## src/rtl/seg_595_rx.sv

```systemverilog
// seg_595_rx: receive end of a 74HC595 serial display link (ds/shcp/stcp/oe).
// Oversamples the link in sys_clk and rebuilds each {seg,sel} frame, seg[7] first.
// It models the 595 shift/storage registers and keeps the last segment code for each digit.
//
// Ports
//   sys_clk, sys_rst_n    clock, asynchronous active-low reset
//   ds, shcp, stcp, oe    link inputs, asynchronous to sys_clk (oe active-low)
//   seg_out, sel_out      storage-register contents, blanked while oe is high
//   digit_seg             per-digit latched segment code, digit i at [8i+7:8i]
//   frame_vld/frame_err   1-cycle pulse on latch: exactly / not exactly 14 shifts
//   sel_err               1-cycle pulse on latch: sel field not one-hot
//   scan_lost             level: no latch for TIMEOUT cycles
//
// Optional feature macro SEG595_DECODE_EN: adds data_bcd, point_out and seg_unk,
// a registered decode of digit_seg (assumes SEG_W == 8).
module seg_595_rx #(
    parameter int unsigned SEL_W   = 6,
    parameter int unsigned SEG_W   = 8,
    parameter logic [19:0] TIMEOUT = 20'd999_999
) (
    input  logic                   sys_clk,
    input  logic                   sys_rst_n,
    input  logic                   ds,
    input  logic                   shcp,
    input  logic                   stcp,
    input  logic                   oe,
    output logic [SEG_W-1:0]       seg_out,
    output logic [SEL_W-1:0]       sel_out,
    output logic [SEL_W*SEG_W-1:0] digit_seg,
    output logic                   frame_vld,
    output logic                   frame_err,
    output logic                   sel_err,
    output logic                   scan_lost
`ifdef SEG595_DECODE_EN
    ,
    output logic [4*SEL_W-1:0]     data_bcd,
    output logic [SEL_W-1:0]       point_out,
    output logic [SEL_W-1:0]       seg_unk
`endif
);

    localparam int unsigned FRAME_W   = SEG_W + SEL_W;
    localparam logic [3:0]  FRAME_CNT = 4'(FRAME_W);
    localparam logic [3:0]  CNT_MAX   = 4'd15;

    logic [1:0]             ds_sync, oe_sync;
    logic [2:0]             shcp_sync, stcp_sync;
    logic                   ds_q, shcp_rise_q, stcp_rise_q;
    logic [FRAME_W-1:0]     shift_q, shift_d, store_q, store_d;
    logic [3:0]             bit_cnt_q, bit_cnt_d;
    logic [SEL_W*SEG_W-1:0] digit_q, digit_d;
    logic                   vld_q, vld_d, ferr_q, ferr_d, serr_q, serr_d;
    logic [19:0]            tmo_q, tmo_d;
    logic [SEL_W-1:0]       lat_sel;
    logic [SEG_W-1:0]       lat_seg;
    logic                   sel_onehot;

    // Synchronisers plus one registered edge-detect stage; ds is delayed alongside shcp
    // so the shift consumes the data bit that was stable at the shcp rise.
    always_ff @(posedge sys_clk or negedge sys_rst_n) begin
        if (!sys_rst_n) begin
            ds_sync     <= '0;
            oe_sync     <= '0;
            shcp_sync   <= '0;
            stcp_sync   <= '0;
            ds_q        <= 1'b0;
            shcp_rise_q <= 1'b0;
            stcp_rise_q <= 1'b0;
        end else begin
            ds_sync     <= {ds_sync[0], ds};
            oe_sync     <= {oe_sync[0], oe};
            shcp_sync   <= {shcp_sync[1:0], shcp};
            stcp_sync   <= {stcp_sync[1:0], stcp};
            ds_q        <= ds_sync[1];
            shcp_rise_q <= shcp_sync[1] & ~shcp_sync[2];
            stcp_rise_q <= stcp_sync[1] & ~stcp_sync[2];
        end
    end

    // A latch always captures the pre-shift contents, so tied clocks behave like the 595.
    assign lat_sel    = shift_q[SEL_W-1:0];
    assign lat_seg    = shift_q[FRAME_W-1:SEL_W];
    assign sel_onehot = (lat_sel != '0) && ((lat_sel & (lat_sel - SEL_W'(1))) == '0);

    always_comb begin
        shift_d   = shift_q;
        store_d   = store_q;
        bit_cnt_d = bit_cnt_q;
        digit_d   = digit_q;
        vld_d     = 1'b0;
        ferr_d    = 1'b0;
        serr_d    = 1'b0;
        tmo_d     = (tmo_q == TIMEOUT) ? tmo_q : tmo_q + 20'd1;

        if (stcp_rise_q) begin
            store_d   = shift_q;
            bit_cnt_d = '0;
            tmo_d     = '0;
            if (bit_cnt_q == FRAME_CNT) begin
                vld_d = 1'b1;
            end else begin
                ferr_d = 1'b1;
            end
            if (sel_onehot) begin
                for (int unsigned i = 0; i < SEL_W; i++) begin
                    if (lat_sel[i]) begin
                        digit_d[i*SEG_W +: SEG_W] = lat_seg;
                    end
                end
            end else begin
                serr_d = 1'b1;
            end
        end

        if (shcp_rise_q) begin
            shift_d = {shift_q[FRAME_W-2:0], ds_q};
            if (stcp_rise_q) begin
                bit_cnt_d = 4'd1;
            end else if (bit_cnt_q != CNT_MAX) begin
                bit_cnt_d = bit_cnt_q + 4'd1;
            end
        end
    end

    always_ff @(posedge sys_clk or negedge sys_rst_n) begin
        if (!sys_rst_n) begin
            shift_q   <= '0;
            store_q   <= {{SEG_W{1'b1}}, {SEL_W{1'b0}}};
            bit_cnt_q <= '0;
            digit_q   <= {(SEL_W*SEG_W){1'b1}};
            vld_q     <= 1'b0;
            ferr_q    <= 1'b0;
            serr_q    <= 1'b0;
            tmo_q     <= '0;
        end else begin
            shift_q   <= shift_d;
            store_q   <= store_d;
            bit_cnt_q <= bit_cnt_d;
            digit_q   <= digit_d;
            vld_q     <= vld_d;
            ferr_q    <= ferr_d;
            serr_q    <= serr_d;
            tmo_q     <= tmo_d;
        end
    end

    assign seg_out   = oe_sync[1] ? {SEG_W{1'b1}} : store_q[FRAME_W-1:SEL_W];
    assign sel_out   = oe_sync[1] ? {SEL_W{1'b0}} : store_q[SEL_W-1:0];
    assign digit_seg = digit_q;
    assign frame_vld = vld_q;
    assign frame_err = ferr_q;
    assign sel_err   = serr_q;
    assign scan_lost = (tmo_q == TIMEOUT);

`ifdef SEG595_DECODE_EN
    logic [4*SEL_W-1:0] bcd_d;
    logic [SEL_W-1:0]   point_d, unk_d;
    logic [7:0]         code;

    // The dp bit is forced off before lookup so a lit point does not hide the digit.
    always_comb begin
        bcd_d   = '0;
        point_d = '0;
        unk_d   = '0;
        code    = '0;
        for (int unsigned i = 0; i < SEL_W; i++) begin
            code       = digit_q[i*SEG_W +: 8] | 8'h80;
            point_d[i] = ~digit_q[i*SEG_W + 7];
            case (code)
                8'hC0:   bcd_d[i*4 +: 4] = 4'h0;
                8'hF9:   bcd_d[i*4 +: 4] = 4'h1;
                8'hA4:   bcd_d[i*4 +: 4] = 4'h2;
                8'hB0:   bcd_d[i*4 +: 4] = 4'h3;
                8'h99:   bcd_d[i*4 +: 4] = 4'h4;
                8'h92:   bcd_d[i*4 +: 4] = 4'h5;
                8'h82:   bcd_d[i*4 +: 4] = 4'h6;
                8'hF8:   bcd_d[i*4 +: 4] = 4'h7;
                8'h80:   bcd_d[i*4 +: 4] = 4'h8;
                8'h90:   bcd_d[i*4 +: 4] = 4'h9;
                8'hBF:   bcd_d[i*4 +: 4] = 4'hA;
                8'hFF:   bcd_d[i*4 +: 4] = 4'hF;
                default: begin
                    bcd_d[i*4 +: 4] = 4'hF;
                    unk_d[i]        = 1'b1;
                end
            endcase
        end
    end

    always_ff @(posedge sys_clk or negedge sys_rst_n) begin
        if (!sys_rst_n) begin
            data_bcd  <= '0;
            point_out <= '0;
            seg_unk   <= '0;
        end else begin
            data_bcd  <= bcd_d;
            point_out <= point_d;
            seg_unk   <= unk_d;
        end
    end
`endif

endmodule

```

## config.mk

```make
export PLATFORM = sky130hd
export DESIGN_NAME = seg_595_rx
export DESIGN_NICKNAME = d
export VERILOG_FILES = /design/src/rtl/seg_595_rx.sv
export SDC_FILE = /design/constraint.sdc
export NUM_CORES = 1
export LEC_CHECK = 0
export CORE_AREA = 2 2 138 107
export CTS_BUF_LIST = sky130_fd_sc_hd__clkbuf_2
export CTS_CLUSTER_DIAMETER = 150
export DETAILED_ROUTE_END_ITERATION = 8
export DIE_AREA = 0 0 140 109
export GPL_TIMING_DRIVEN = 0
export PLACE_DENSITY_LB_ADDON = 0.1
export SYNTH_ARGS = -nofsm -noshare
export SYNTH_HDL_FRONTEND = slang
export SYNTH_SLANG_ARGS = --single-unit
export TNS_END_PERCENT = 1
```

## constraint.sdc

```tcl
create_clock -name sys_clk -period 2.2 [get_ports sys_clk]
set_input_delay 0.44 -clock sys_clk [delete_from_list [all_inputs] [get_ports sys_clk]]
set_output_delay 0.44 -clock sys_clk [all_outputs]
set_load 0.03 [all_outputs]
```

==> impl_metrics.tcl <==
set metrics [dict create \
    wl_per_cell_um 16.3 \
    gp_routability_congestion 0.760 \
    min_period_ps 2420 \
    drc_errors 3 \
    yosysTopAreaCellShare 0.314 \
    coreArea_sq_um 14000 \
    criticalPathCategory "reg -> out" \
    dp_hpwl_um 6870 \
    maxCapViolCount 0 \
    antenna_found_initial 0 \
    setup_tns_ps -976 \
    grt-ovfl-total 0 \
    pwr-share-comb 0.260 \
    grt_start_max_net_pins 72 \
    pwr-share-seq 0.527 \
    p_sw_frac 0.354 \
    post-route-period-util 1.10 \
    p_int_w 0.00374 \
    pin_count 72 \
    hold_viol_final 0 \
    final-seq-area_sq_um 2980 \
    drive_above_1_share 0.471 \
    tightestPinTransition_ps 647 \
    critPathBufInv 2 \
    cp_slowest_cell "dfrtp_2" \
    worstSkewPairLatency_ps 650 \
    portBuffers 71 \
    via_count 3115 \
    path_max_fanout 4 \
    yosysMostFrequentCell "mux2_2" \
    yosysTopAreaCell "dfrtp_1" \
    cts.sinks 116 \
    ys_warn_count 0 \
    crit_path_end_kind "primary output" \
    ys_seq_area_frac 0.622 \
    finalNonFillerCells 643 \
    crit_required_ps 1760 \
    synthArstFlopShare 1.00 \
    path_clk_slew_ps 190 \
    fin_skew_ps 41.2 \
    p_leak_nw 2.77 \
    syn_avg_cell_area_sq_um 13.7 \
    drt-pass1-iter-count 9 \
    fp.dieW_um 140 \
    cp.arrival_ps 1980 \
    start_util 0.340 \
    n_fill_cell 1322 \
    hold_path.class "in -> reg" \
    crit_family "simple AND/OR/NAND/NOR gates" \
    max_clock_freq_ghz 0.412 \
    drtIter0Drc 208 \
    syn_nets 358 \
    die_h_um 109 \
    peakVddDrop_v 0.000406 \
    ant_nets 0 \
    critPathMaxStageDelay_ps 490 \
    antennaDiodeCount 0 \
    viasPerCell 4.84 \
    cts_max_path_buffers 2 \
    p_sw_w 0.00205 \
    grt_pass1_vias 3176 \
    setup_slack_ps -224 \
    die_area_sq_um 15300 \
    wl_um 10500 \
    num_rows 38 \
    slew_headroom 0.567 \
    num-nets-final 459 \
    ctsRootBufferMaster "clkbuf_2" \
    htreeDepth 4 \
    slew_viol_final 0 \
    synth_edf_count 0 \
    synth.top_cells.by_area "dfrtp_1, dfstp_2, mux2_2" \
    setup.worst_path.start_class "flop" \
    cts_buffers 17 \
    cp_cell_sequence "nor4b_4 -> and4_4 -> nand2_4 -> inv_2 -> buf_6" \
    powerDensity_nw_per_um2 959 \
    violations "DRC, setup timing" \
    cts_tree "done" \
    grt_usage 0.148 \
    synthTopCellsByCount "mux2_2, dfrtp_1, dfstp_2" \
    setup_viol 9 \
    syn_inst 349 \
    multiInputGateArea_sq_um 1790 \
    outcome "finished with violations" \
    synth.distinct_cells 41 \
    synth_ff_type "dfrtp_1" \
    syn_area_sq_um 4780 \
    synth_seq_cells 116 \
    syn2layout_area_growth_pct 26.5 \
    rsz0062_at_grt "true" \
    dp_cells 601 \
    grt_pass1_wl_um 17100 \
    clkPwrFrac 0.213 \
]
## stage by stage
stage                     hold WS [ps]  cell area, sq um  power, W   util  worst slack, ps
after CTS                          147              5990   0.00587  0.427             -278
after global placement             332              5710   0.00469  0.407            -3770
after floorplan                    144              4780   0.00401      -              260
final                              222              6040   0.00579  0.431             -224
after detailed placement           335              5740   0.00472  0.409             -294
after global routing               130              6040   0.00614  0.431             -362
## cell families (layout without fill, tap and decap cells)
logic type	count (synthesis)	count (layout)	synth area share
DFF	116	116	0.622
and+or+nand+nor	91	91	0.116
muxes	75	75	0.177
AOI/OAI and AO/OA	35	35	0.0430
buffers and inverters	20	134	0.0176
xor gates and xnor gates	8	8	0.0147
adders and majority gates	4	4	0.00996
## sequential cells by signal (all words and copies together) (netlist names)
signal       cells
bit_cnt_q        4
digit_seg       48
ds_q             1
ds_sync          2
frame_err        1
frame_vld        1
oe_sync          2
sel_err          1
shcp_rise_q      1
shcp_sync        3
shift_q         14
stcp_rise_q      1
stcp_sync        3
store_q         14
tmo_q           20
## cells in the final DEF (no fill, tap or decap), drive strengths merged, types with 4 or more instances in the layout
master,count
dlygate4sd2,48
o21ai,11
mux2,75
clkinvlp,5
a21oi,11
dfrtp,60
nor3,7
a31oi,4
buf,17
xnor2,6
clkbuf,32
dfstp,56
clkdlybuf4s15,9
clkinv,6
nor2,11
nand3,9
nor4b,4
nand4,5
nand2,11
clkdlybuf4s50,5
nor2b,7
or4,5
or2,9
or3,6
inv,8
## routing by layer
metal / track usage / part of all wire / up-vias
met1: 0.215 / 0.51 / 1558
met5: 0 / 0 / -
li1: - / - / 1469
met3: 0.0501 / 0.056 / 7
met4: 0.0433 / 0.0073 / 0
met2: 0.212 / 0.42 / 81
## layout make-up
type,instances,area share
Multi-Input combinational cell,213,0.296
Clock inverter,13,0.0184
Timing Repair Buffer,82,0.125
Clock buffer,19,0.0157
Sequential cell,116,0.493
Inverter,7,0.00435
Tap cell,180,0.0373
Buffer,13,0.0104
## power groups by stage
stage	sequential (W)	combinational (W)	clock (W)
finish	0.00305	0.00151	0.00123
global route	0.00314	0.00162	0.00139
CTS	0.00305	0.00153	0.00129
detailed placement	0.00311	0.00162	0
global placement	0.00309	0.00159	0
floorplan	0.00325	0.000756	0
## path summary, 6_finish.rpt
check	startpoint	to	slack, ps	depth (start not counted)
max	tmo_q[7]	scan_lost	-220	5
min reg2reg	oe_sync[0]	oe_sync[1]	370	0
min	ds	ds_sync[0]	220	1
max in group asynchronous	sys_rst_n	digit_seg[7]	1180	3
min in group asynchronous	sys_rst_n	tmo_q[9]	280	2
max reg2reg	shift_q[3]	digit_seg[15]	80	4
## timing repair
action,CTS,global route
endpoints found under the hold margin,45,0
setup endpoints to repair,71,59
hold buffers,1,0
buffers inserted,5,4
pin swaps,3,4
gates resized for setup,105,20
Power figures use the tool's default switching activity.
